--- config.mk ---
export PLATFORM = sky130hd
export DESIGN_NAME = bitstream_reader_flat
export DESIGN_NICKNAME = d
export VERILOG_FILES = /design/src/rtl/bitstream_reader_if.sv /design/src/rtl/bitstream_reader.sv /design/src/flat_wrapper.sv
export SDC_FILE = /design/constraint.sdc
export NUM_CORES = 1
export LEC_CHECK = 0
export CAP_MARGIN = 25
export CORE_MARGIN = 2
export CORE_UTILIZATION = 30
export CTS_BUF_LIST = sky130_fd_sc_hd__clkbuf_16
export DETAILED_ROUTE_END_ITERATION = 10
export GPL_ROUTABILITY_DRIVEN = 0
export PLACE_DENSITY = 0.55
export SYNTH_ARGS = -nofsm -noshare
export SYNTH_HDL_FRONTEND = slang
export SYNTH_SLANG_ARGS = --single-unit
export TNS_END_PERCENT = 100
--- constraint.sdc ---
create_clock -name clock -period 5.5 [get_ports clock]
set_input_delay 1.1 -clock clock [delete_from_list [all_inputs] [get_ports clock]]
set_output_delay 1.1 -clock clock [all_outputs]
set_load 0.02 [all_outputs]
--- src/rtl/bitstream_reader_if.sv ---
// Port-B buffer read bus plus parser bit-window handshake for bitstream_reader.
// Align_I exists only when BITSTR_BYTE_ALIGN_EN is defined.
interface bitstream_reader_if #(
  parameter int unsigned ADDR_WIDTH = 9
);
  logic [ADDR_WIDTH:0]   Write_Ptr_I;
  logic [ADDR_WIDTH:0]   Read_Ptr_O;
  logic                  Enable_B_O;
  logic [ADDR_WIDTH-1:0] Address_B_O;
  logic [31:0]           Data_B_I;
  logic [31:0]           Bits_O;
  logic                  Bits_Valid_O;
  logic                  Shift_I;
  logic [5:0]            Shift_Amount_I;
  logic                  Flush_I;
`ifdef BITSTR_BYTE_ALIGN_EN
  logic                  Align_I;
`endif

  // Reader side.
  modport master (
    input  Write_Ptr_I, Data_B_I, Shift_I, Shift_Amount_I, Flush_I,
`ifdef BITSTR_BYTE_ALIGN_EN
    input  Align_I,
`endif
    output Read_Ptr_O, Enable_B_O, Address_B_O, Bits_O, Bits_Valid_O
  );

  // Buffer / parser side.
  modport slave (
    output Write_Ptr_I, Data_B_I, Shift_I, Shift_Amount_I, Flush_I,
`ifdef BITSTR_BYTE_ALIGN_EN
    output Align_I,
`endif
    input  Read_Ptr_O, Enable_B_O, Address_B_O, Bits_O, Bits_Valid_O
  );
endinterface

--- src/rtl/bitstream_reader.sv ---
// Bitstream buffer read engine: fetches 32-bit words in order and presents a left-justified
// 32-bit bit window. Optional byte-align command enabled by BITSTR_BYTE_ALIGN_EN.
module bitstream_reader #(
  parameter int unsigned ADDR_WIDTH = 9
) (
  input  logic               clock,
  input  logic               reset,
  bitstream_reader_if.master bus
);

  typedef enum logic [1:0] {StIdle, StFetch, StWait} state_e;

  localparam logic [ADDR_WIDTH:0] PtrOne = 1;

  state_e              state_q, state_d;
  logic [ADDR_WIDTH:0] rd_ptr_q, rd_ptr_d;
  logic [6:0]          bit_count_q, bit_count_d;
  logic [63:0]         shift_q, shift_d;
  logic                valid_q, valid_d;

  logic                empty;
  logic                shift_req;
  logic [5:0]          shift_amt;
  logic [5:0]          shift_n;
  logic [6:0]          count_s;
  logic [63:0]         reg_s;
  logic [63:0]         word_pos;

  assign empty     = (rd_ptr_q == bus.Write_Ptr_I);
  assign shift_req = bus.Shift_I && valid_q;
  assign shift_amt = (bus.Shift_Amount_I > 6'd32) ? 6'd32 : bus.Shift_Amount_I;

`ifdef BITSTR_BYTE_ALIGN_EN
  logic [2:0] bit_pos_q, bit_pos_d;
  logic [2:0] align_n;
  logic       align_req;

  assign align_n   = 3'd0 - bit_pos_q;
  assign align_req = bus.Align_I && valid_q;

  always_comb begin
    shift_n = '0;
    if (align_req) begin
      shift_n = {3'b000, align_n};
    end else if (shift_req) begin
      shift_n = shift_amt;
    end
  end

  assign bit_pos_d = bus.Flush_I ? 3'd0 : bit_pos_q + shift_n[2:0];

  always_ff @(posedge clock or posedge reset) begin
    if (reset) begin
      bit_pos_q <= '0;
    end else begin
      bit_pos_q <= bit_pos_d;
    end
  end
`else
  assign shift_n = shift_req ? shift_amt : 6'd0;
`endif

  // Shift is applied before any word load, so a load lands right after the surviving bits.
  assign reg_s    = shift_q << shift_n;
  assign count_s  = bit_count_q - {1'b0, shift_n};
  assign word_pos = {bus.Data_B_I, 32'h0000_0000} >> count_s;

  always_comb begin
    state_d     = state_q;
    rd_ptr_d    = rd_ptr_q;
    bit_count_d = count_s;
    shift_d     = reg_s;

    unique case (state_q)
      StIdle: begin
        if (!empty && bit_count_q <= 7'd32) begin
          state_d = StFetch;
        end
      end
      StFetch: begin
        rd_ptr_d = rd_ptr_q + PtrOne;
        state_d  = StWait;
      end
      StWait: begin
        // Bits above the occupancy are always zero, so OR-ing appends the word.
        shift_d     = reg_s | word_pos;
        bit_count_d = count_s + 7'd32;
        state_d     = (bit_count_d <= 7'd32 && !empty) ? StFetch : StIdle;
      end
      default: state_d = StIdle;
    endcase

    if (bus.Flush_I) begin
      state_d     = StIdle;
      rd_ptr_d    = bus.Write_Ptr_I;
      bit_count_d = '0;
      shift_d     = '0;
    end
  end

  assign valid_d = (bit_count_d >= 7'd32);

  always_ff @(posedge clock or posedge reset) begin
    if (reset) begin
      state_q     <= StIdle;
      rd_ptr_q    <= '0;
      bit_count_q <= '0;
      shift_q     <= '0;
      valid_q     <= 1'b0;
    end else begin
      state_q     <= state_d;
      rd_ptr_q    <= rd_ptr_d;
      bit_count_q <= bit_count_d;
      shift_q     <= shift_d;
      valid_q     <= valid_d;
    end
  end

  assign bus.Enable_B_O   = (state_q == StFetch);
  assign bus.Address_B_O  = bus.Enable_B_O ? rd_ptr_q[ADDR_WIDTH-1:0] : '0;
  assign bus.Read_Ptr_O   = rd_ptr_q;
  assign bus.Bits_O       = shift_q[63:32];
  assign bus.Bits_Valid_O = valid_q;

endmodule

--- src/flat_wrapper.sv ---
// flat-port wrapper written by rule: the top's interface ports become plain ports
module bitstream_reader_flat 
#(
  parameter int unsigned ADDR_WIDTH = 9
)
  (clock, reset, bus_Write_Ptr_I, bus_Data_B_I, bus_Shift_I, bus_Shift_Amount_I, bus_Flush_I, bus_Read_Ptr_O, bus_Enable_B_O, bus_Address_B_O, bus_Bits_O, bus_Bits_Valid_O);
  bitstream_reader_if #(.ADDR_WIDTH(ADDR_WIDTH)) bus_i ();
  input  logic clock;
  input  logic reset;
  input wire logic [$bits(bus_i.Write_Ptr_I)-1:0] bus_Write_Ptr_I;
  input wire logic [$bits(bus_i.Data_B_I)-1:0] bus_Data_B_I;
  input wire logic [$bits(bus_i.Shift_I)-1:0] bus_Shift_I;
  input wire logic [$bits(bus_i.Shift_Amount_I)-1:0] bus_Shift_Amount_I;
  input wire logic [$bits(bus_i.Flush_I)-1:0] bus_Flush_I;
  output wire logic [$bits(bus_i.Read_Ptr_O)-1:0] bus_Read_Ptr_O;
  output wire logic [$bits(bus_i.Enable_B_O)-1:0] bus_Enable_B_O;
  output wire logic [$bits(bus_i.Address_B_O)-1:0] bus_Address_B_O;
  output wire logic [$bits(bus_i.Bits_O)-1:0] bus_Bits_O;
  output wire logic [$bits(bus_i.Bits_Valid_O)-1:0] bus_Bits_Valid_O;
  assign bus_i.Write_Ptr_I = bus_Write_Ptr_I;
  assign bus_i.Data_B_I = bus_Data_B_I;
  assign bus_i.Shift_I = bus_Shift_I;
  assign bus_i.Shift_Amount_I = bus_Shift_Amount_I;
  assign bus_i.Flush_I = bus_Flush_I;
  assign bus_Read_Ptr_O = bus_i.Read_Ptr_O;
  assign bus_Enable_B_O = bus_i.Enable_B_O;
  assign bus_Address_B_O = bus_i.Address_B_O;
  assign bus_Bits_O = bus_i.Bits_O;
  assign bus_Bits_Valid_O = bus_i.Bits_Valid_O;
  bitstream_reader #(.ADDR_WIDTH(ADDR_WIDTH)) u_core (.clock(clock), .reset(reset), .bus(bus_i));
endmodule
After elaboration in Yosys (flattened, before gate mapping) --
Index checks and enable logic that the tools add are counted.
Cells by class: add/subtract/negate cells 3, $lt $le $gt $ge 4, eq/ne operators 4, shift operators 2, muxes and demuxes 13, bitwise logic cells 1, reductions and logical operators 6
Operators with widths (count):
- 64-bit 2-to-1 mux | 2
- 64-bit OR | 1
- 64-bit by 6-bit left shift with 64-bit output | 1
- 64-bit by 7-bit >> shifter with 64-bit output | 1
- 10-bit 2-to-1 mux | 2
- 7-bit by 6-bit <= comparator with 1-bit output, second input constant | 2
- 7-bit 2-to-1 mux | 2
- 6-bit 2-to-1 mux | 2
- 10-bit by 1-bit adder with 10-bit output, second input constant | 1
- 10-bit == test | 1
- 9-bit 2-to-1 mux | 1
- 7-bit by 6-bit adder with 7-bit output, second input constant | 1
- 7-bit by 6-bit greater-or-equal comparator with 1-bit output, second input constant | 1
- 7-bit by 6-bit subtractor with 7-bit output | 1
- 6-bit greater-than comparator, second input constant | 1
- 2-bit one-hot mux with 3 select lines | 1
- 2-bit 2-to-1 mux | 2
- 1-bit logical AND | 3
- 3-bit by 2-bit inequality test with 1-bit output, second input constant | 1
- 2-bit by 1-bit == test with 1-bit output, second input constant | 1
- 2-bit == test, second input constant | 1
- 2-bit logical NOT | 1
- 2-bit nonzero test | 1
- 1-bit logical NOT | 1
- 1-bit 2-to-1 mux | 1
Storage, ports and cells: register bits after elaboration 84, logic and storage cells 38

Depth between registers and ports, before layout --
Gate-level depths: netlist (run 1).
depth in word-level cells 10, gate-level depth with buffers 19

Worst setup path before layout (run 1) --
No wires, ideal clock.
path type in2reg, start point in bus_Shift_I, end point reg u_core.shift_q[24], setup time 0.132 ns, arrival 4.482 ns, path slack 0.886 ns, cell stages on the path 17, path through buf_2 -> nand4b_1 -> inv_1 -> buf_2 -> buf_2 -> buf_2 -> ha_1 -> inv_1 -> fa_1 -> xnor2_4 -> buf_4 -> mux4_2 -> mux2_2 -> mux2i_1 -> o221ai_1 -> o211ai_1 -> o21ai_1
Between the ends: longest elaborated chain between the ends 7
Ends and longest elaborated chain:
- start: declaration | line flat_wrapper.sv:12 | input wire logic [$bits(bus_i.Shift_I)-1:0] bus_Shift_I;
- 1-bit logical AND * | line bitstream_reader.sv:30 | assign shift_req = bus.Shift_I && valid_q;
- 6-bit 2-to-1 mux * | line bitstream_reader.sv:60 | assign shift_n = shift_req ? shift_amt : 6'd0;
- 7-bit by 6-bit subtractor with 7-bit output | line bitstream_reader.sv:65 | assign count_s = bit_count_q - {1'b0, shift_n};
- 64-bit by 7-bit >> shifter with 64-bit output | line bitstream_reader.sv:66 | assign word_pos = {bus.Data_B_I, 32'h0000_0000} >> count_s;
- 64-bit OR | line bitstream_reader.sv:86 | shift_d = reg_s | word_pos;
- 64-bit 2-to-1 mux * | line bitstream_reader.sv:74 | unique case (state_q)
- 64-bit 2-to-1 mux * | line bitstream_reader.sv:93 | if (bus.Flush_I) begin
- net u_core.shift_d[24] | line bitstream_reader.sv:18 | logic [63:0] shift_q, shift_d;
- end signal: assignment | line bitstream_reader.sv:114 | shift_q <= shift_d;
- end: declaration | line bitstream_reader.sv:18
Mark *: on every way through the listed nets, which the timed path passes. The rest lies on a longest branch. A chain may end at the register's enable or synchronous reset.

Worst setup path after layout (run 1) --
start point in bus_Shift_Amount_I[5], end point reg u_core.shift_q[9]
Between the ends: longest elaborated chain between the ends 8
Ends and longest elaborated chain:
- start: declaration | line flat_wrapper.sv:13 | input wire logic [$bits(bus_i.Shift_Amount_I)-1:0] bus_Shift_Amount_I;
- 6-bit greater-than comparator | line bitstream_reader.sv:31 | assign shift_amt = (bus.Shift_Amount_I > 6'd32) ? 6'd32 : bus.Shift_Amount_I;
- 6-bit 2-to-1 mux * | line bitstream_reader.sv:31
- 6-bit 2-to-1 mux * | line bitstream_reader.sv:60
- 7-bit by 6-bit subtractor with 7-bit output | line bitstream_reader.sv:65
- 64-bit by 7-bit >> shifter with 64-bit output | line bitstream_reader.sv:66
- 64-bit OR | line bitstream_reader.sv:86
- 64-bit 2-to-1 mux * | line bitstream_reader.sv:74
- 64-bit 2-to-1 mux * | line bitstream_reader.sv:93
- net u_core.shift_d[9] | line bitstream_reader.sv:18
Marked as above.

==> results of run 1 <==
-- synth_stat cells (21+ instances only) --
library cell / count / area share (%)
a211oi_1: 32 / 2.3
clkbuf_1: 47 / 1.7
a21oi_1: 95 / 4.5
nand2_1: 161 / 5.7
mux2i_1: 182 / 17
o21ai_0: 54 / 2.5
a31oi_1: 34 / 2.0
a22oi_1: 25 / 1.8
nor2_1: 85 / 3.0
buf_4: 37 / 2.6
o22ai_1: 42 / 2.5
dfrtp_1: 84 / 20
buf_2: 50 / 2.4
nand3_1: 34 / 1.6
mux2_2: 51 / 5.4
nor3_1: 21 / 0.99
-- flip-flops by register name, indices dropped and copies added, names as in the netlist --
name and count:
u_core.bit_count_q 7, u_core.bus.Bits_Valid_O 1, u_core.bus.Read_Ptr_O 10, u_core.shift_q 64
u_core.state_q 2
-- cell type report --
type	count	area [um^2]
fill	3705	22500
clock inverter	7	51.3
tap	455	569
inverter	22	83.8
timing repair buffer	159	1490
clock buffer	9	225
multi-input combinational	1103	7710
sequential	84	2100
-- critical path, cell delays in order --
cell,delay (ns)
clkdlybuf4s50_1,0.49
nand4b_1,0.36
inv_1,0.18
ha_2,0.19
inv_1,0.05
fa_1,0.46
buf_4,0.20
xnor2_4,0.18
buf_12,0.25
mux2i_1,0.34
o22ai_1,0.22
mux2_2,0.30
o22ai_1,0.49
a21oi_1,0.13
a21oi_1,0.25
-- metal layers --
metal,global-route usage (%),up-vias
met1,35.6,5685
li1,-,5145
met5,0,-
met3,7.00,196
met4,13.6,0
met2,38.2,837
-- cells by family (layout without fill, tap and decap cells) --
kind of cell | Yosys count | in the layout | synth area share, %
compound gates | 431 | 431 | 27.5
xor+xnor | 27 | 27 | 2.61
fa+ha+maj | 9 | 9 | 1.13
buf+inv | 172 | 197 | 7.97
flops | 84 | 84 | 19.8
mux | 239 | 239 | 23.7
simple gates | 397 | 397 | 17.3
-- per-stage QoR --
| step | setup WS (ns) | power, W | hold slack, ns |
|---|---|---|---|
| floorplan | 0.886 | 0.00387 | 0.441 |
| global placement | 0.362 | 0.00546 | 0.464 |
| detailed placement | 0.371 | 0.00545 | 0.475 |
| CTS | 0.732 | 0.00607 | 0.485 |
| global route | 0.484 | 0.00652 | 0.515 |
| finish | 0.570 | 0.00630 | 0.485 |
-- how the worst max path moves through the flow --
| stage | to | depth (start not counted) |
|---|---|---|
| 2_1_floorplan | u_core.shift_q[24] | 17 |
| 3_3_place_gp | u_core.shift_q[9] | 15 |
| 3_5_place_dp | u_core.shift_q[9] | 15 |
| 4_1_cts | u_core.shift_q[9] | 15 |
| 5_1_grt | u_core.shift_q[57] | 14 |
| 6_report | u_core.shift_q[9] | 15 |
-- power groups by stage --
| stage | Combinational, W | Sequential (W) | Clock, W |
|---|---|---|---|
| floorplan | 0.00295 | 0.000916 | 0 |
| global placement | 0.00443 | 0.00103 | 0 |
| detailed placement | 0.00442 | 0.00102 | 0 |
| CTS | 0.00445 | 0.00101 | 0.000612 |
| global route | 0.00485 | 0.00104 | 0.000634 |
| finish | 0.00465 | 0.00103 | 0.000615 |
==> impl_metrics.env, run 1 <==
export IMPL_final_core_util_pct=35.2
export IMPL_die_w_um=192
export IMPL_cts_htree_levels=3
export IMPL_dpl_instance_area_um2=12000
export IMPL_grt_setup_unrepaired="no"
export IMPL_setup_violations=0
export IMPL_most_common_layout_cells="mux2i_1 (182), nand2_1 (161), clkdlybuf4s50_1 (101), a21oi_1 (95), nor2_1 (85)"
export IMPL_leakage_nw=5.02
export IMPL_placedCellCount=1823
export IMPL_clk_path_buf_depth=2
export IMPL_wl_um=48700
export IMPL_numCtsBuffers=9
export IMPL_yosysSeqAreaShare_pct=19.8
export IMPL_tightest_slew_ns=0.965
export IMPL_antenna_found_initial=1
export IMPL_finalInstanceArea_um2=12200
export IMPL_finalSetupTns_ns=0
export IMPL_core_area_um2=34700
export IMPL_syn_avg_cell_area_um2=7.82
export IMPL_yosys_most_used_dff="dfrtp_1"
export IMPL_wl_met1_um=20100
export IMPL_drv_slew=0
export IMPL_hp_class="flop to flop"
export IMPL_insertedDiodeCount=0
export IMPL_worstPathArrival_ns=5.19
export IMPL_drive_gt1_share_pct=11.2
export IMPL_worstHoldPathCells=1
export IMPL_max_freq_mhz=203
export IMPL_whs_endpoint="u_core.state_q[0]"
export IMPL_synthCells=1359
export IMPL_switching_power_w=0.00357
export IMPL_final_nets=1440
export IMPL_timing_critical_path_fanout_max=37
export IMPL_routedWlPerCell_um=26.5
export IMPL_clockRootBuffer="clkbuf_16"
export IMPL_synth_seq_cells=84
export IMPL_p_clk_share_pct=9.8
export IMPL_vias=11900
export IMPL_std_cell_rows=68
export IMPL_synth_edf_count=0
export IMPL_cts_tree="built"
export IMPL_drv_cap=0
export IMPL_min_period_over_period_pct=89.6
export IMPL_grt_pass1_vias=11100
export IMPL_finalHoldViolCount=0
export IMPL_grt_pass1_wl_um=72900
export IMPL_p_seq_share_pct=16.4
export IMPL_sw_frac_of_total_pct=56.6
export IMPL_cp_startpoint="bus_Shift_Amount_I[5]"
export IMPL_clk_pin_slew_ns=0.07
export IMPL_r2r_start="u_core.bus.Bits_Valid_O"
export IMPL_dieArea_um2=36900
export IMPL_final_common_cell="mux2i_1"
export IMPL_critical_path_class="input port to flop"
export IMPL_fin_skew_ns=0.0116
export IMPL_cts_sinks=84
export IMPL_vdd_drop_max_v=0.000289
export IMPL_first_pass_iters=7
export IMPL_post_cts_buffers=0
export IMPL_hpwl_um=36300
export IMPL_crit_required_ns=5.76
export IMPL_slew_headroom_pct=35.2
export IMPL_synth_fp_nets=1420
export IMPL_hold_start="u_core.state_q[0]"
export IMPL_wl_met3_um=5600
export IMPL_ys_warn_count=0
export IMPL_reg2reg_to="u_core.shift_q[9]"
export IMPL_grt_max_degree=85
export IMPL_reg2reg_depth=15
export IMPL_cts_resized=0
export IMPL_ant_nets=0
export IMPL_r2r_slack_ns=1.41
export IMPL_syn_area_um2=10600
export IMPL_final_cells=1839
export IMPL_internal_power_w=0.00273
export IMPL_clkLatencyLatePin_ns=0.36
export IMPL_top_layer="met4"
export IMPL_io_pins=105
export IMPL_route_detailed_drc=0
export IMPL_placement_io_buffers=104
export IMPL_overflow=0
export IMPL_start_util_pct=30.6
export IMPL_grt_usage_pct=26.3
export IMPL_die_h_um=192
export IMPL_async_reset_ff_share_pct=100
export IMPL_cp_start_kind="input port"
export IMPL_pwr_density_cell_nw_per_um2=515
export IMPL_min_period_ns=4.93
export IMPL_status="completed"
export IMPL_holdBufCountCts=0
export IMPL_via_per_inst=6.45
export IMPL_power_frac_comb_pct=73.8
export IMPL_synthDistinctLibCells=83
export IMPL_cp_end_kind="flop"
export IMPL_route_met2_wl_um=20000
export IMPL_area_growth_pct=15.1
export IMPL_drtIter0Drc=2072
No activity file was read; power rests on OpenSTA's default activity.
==> run 2, diff against run 1 <==
==> constraint.sdc (replaced) <==
create_clock -name clock -period 4.7 [get_ports clock]
set_input_delay 0.94 -clock clock [delete_from_list [all_inputs] [get_ports clock]]
set_output_delay 0.94 -clock clock [all_outputs]
set_load 0.02 [all_outputs]
==> run 2 against run 1 <==
Compared with the run above:
- clock-buffer cell count is the same
- total power rose by 24%
- die area unchanged
- non-clock buffer count grew 67
- critical path depth is 1 lower
==> impl_metrics.env, run 2 (synthesis results as in run 1) <==
export IMPL_internal_power_w=0.00368
export IMPL_p_seq_share_pct=15.6
export IMPL_die_h_um=192
export IMPL_reg2reg_depth=13
export IMPL_holdBufCountCts=0
export IMPL_most_common_layout_cells="mux2i_1 (182), nand2_1 (161), buf_4 (114), clkdlybuf4s50_1 (101), a21oi_1 (95)"
export IMPL_std_cell_rows=68
export IMPL_ant_nets=0
export IMPL_grt_usage_pct=26.1
export IMPL_final_common_cell="mux2i_1"
export IMPL_worstPathArrival_ns=4.80
export IMPL_power_frac_comb_pct=74.8
export IMPL_tightest_slew_ns=0.966
export IMPL_cts_htree_levels=3
export IMPL_layout_setup_ws_ns=0.115
export IMPL_drv_cap=0
export IMPL_largest_register="u_core.shift_q"
export IMPL_vias=12000
export IMPL_clkLatencyLatePin_ns=0.36
export IMPL_min_period_over_period_pct=97.6
export IMPL_p_clk_share_pct=9.7
export IMPL_fin_skew_ns=0.0107
export IMPL_switching_power_w=0.00413
export IMPL_slew_headroom_pct=35.6
export IMPL_final_cells=1905
export IMPL_sw_frac_of_total_pct=52.9
export IMPL_min_period_ns=4.58
export IMPL_first_pass_iters=9
export IMPL_wl_um=48800
export IMPL_cp_start_kind="input port"
export IMPL_status="completed"
export IMPL_grt_max_degree=85
export IMPL_cts_tree="built"
export IMPL_setup_violations=0
export IMPL_die_w_um=192
export IMPL_cp_cell_sequence="clkdlybuf4s50_1 > nand4b_1 > inv_1 > ha_2 > inv_1 > fa_1 > a211oi_2 > nor3_2 > or4_1 > a211oi_1 > buf_4 > and2_1 > nand2_1 > o311ai_1"
export IMPL_placedCellCount=1890
export IMPL_cpMaxStageDelayCell="or4_1"
export IMPL_clockRootBuffer="clkbuf_16"
export IMPL_hp_class="flop to flop"
export IMPL_start_util_pct=30.6
export IMPL_largest_register_ffs=64
export IMPL_area_growth_pct=20.5
export IMPL_cp_end_kind="flop"
export IMPL_drv_slew=0
export IMPL_antenna_found_initial=0
export IMPL_via_per_inst=6.32
export IMPL_drive_gt1_share_pct=15.3
export IMPL_leakage_nw=5.36
export IMPL_slowest_delay_ns=0.64
export IMPL_multi_input_area_um2=7710
export IMPL_regArea_um2=2100
export IMPL_worstHoldPathCells=1
export IMPL_cts_resized=0
export IMPL_routedWlPerCell_um=25.6
export IMPL_core_area_um2=34700
export IMPL_placement_io_buffers=104
export IMPL_final_core_util_pct=36.9
export IMPL_numCtsBuffers=9
export IMPL_clk_path_buf_depth=2
export IMPL_grt_setup_unrepaired="no"
export IMPL_timing_critical_path_fanout_max=4
export IMPL_vdd_drop_max_v=0.000306
export IMPL_hold_slack_ns=0.494
export IMPL_post_cts_buffers=0
export IMPL_final_nets=1507
export IMPL_detailedPlace_worstSlack_ns=-0.105
export IMPL_finalHoldViolCount=0
export IMPL_dieArea_um2=36900
export IMPL_grt_pass1_wl_um=73000
export IMPL_io_pins=105
export IMPL_pwr_density_cell_nw_per_um2=610
export IMPL_max_freq_mhz=218
export IMPL_clk_pin_slew_ns=0.07
export IMPL_hpwl_um=37300
export IMPL_drtIter0Drc=2006
export IMPL_overflow=0
export IMPL_cts_sinks=84
export IMPL_crit_path_frequent_cell="inv_1"
export IMPL_route_detailed_drc=0
export IMPL_crit_required_ns=4.92
export IMPL_grt_pass1_vias=11400
export IMPL_critical_path_class="input port to flop"
export IMPL_power_w=0.00781
export IMPL_fill_cells=3661
export IMPL_insertedDiodeCount=0
==> run 2: changes by cell type in the layout (fill, tap and decap cells not counted), sizes merged <==
| cell | previous run | this run |
|---|---|---|
| bufinv | 0 | 1 |
| buf | 58 | 125 |
| inv | 20 | 21 |
| clkinvlp | 1 | 3 |
| clkinv | 8 | 3 |
==> run 2: worst paths after layout <==
path / from / to / slack (ns)
max in group asynchronous: reset / u_core.shift_q[32] / 2.86
worst min register to register: u_core.state_q[0] / u_core.state_q[0] / 0.49
min in group asynchronous: reset / u_core.bus.Read_Ptr_O[4] / 1.09
worst max register to register: u_core.bus.Bits_Valid_O / u_core.shift_q[4] / 0.83
worst min-delay path: u_core.state_q[0] / u_core.state_q[0] / 0.49
worst max-delay path: bus_Shift_I / u_core.shift_q[4] / 0.12
==> run 2: layer usage <==
layer  GRT usage (%)  share of wire (%)  vias to the layer above
met1            34.7                 40                     5713
li1                -                  -                     5265
met3            6.63                 12                      193
met2            38.9                 43                      864
met4            13.4                5.9                        0
met5               0                  0                        -
==> run 2: final cells by class <==
cell class | instances | area share [%]
Clock buffer | 9 | 1.76
Clock inverter | 6 | 0.567
Inverter | 22 | 0.655
Multi-Input combinational cell | 1103 | 60.2
Sequential cell | 84 | 16.4
Tap cell | 455 | 4.45
Timing Repair Buffer | 226 | 15.9
==> run 2: critical path: cells and delay by family <==
| family | cells | cell delay [ns] |
|---|---|---|
| buffers and inverters | 4 | 0.99 |
| AO/OA/AOI/OAI | 3 | 0.85 |
| AND/OR/NAND/NOR | 5 | 1.26 |
| adder cells (fa/ha/maj) | 2 | 0.76 |
==> run 2: power by group through the flow <==
stage	sequential, W	combinational [W]	clock, W
final	0.00122	0.00584	0.000755
after detailed placement	0.00121	0.00563	0
after floorplan	0.00107	0.00346	0
after global routing	0.00122	0.00615	0.000785
after global placement	0.00121	0.00561	0
after CTS	0.00119	0.00566	0.000757
==> run 2: through the flow <==
stage	TNS, ns	instance area, um^2
CTS	0	12800
detailed placement	-0.649	12500
finish	0	12800
global route	0	12800
global placement	-0.719	12500
floorplan	0	10600
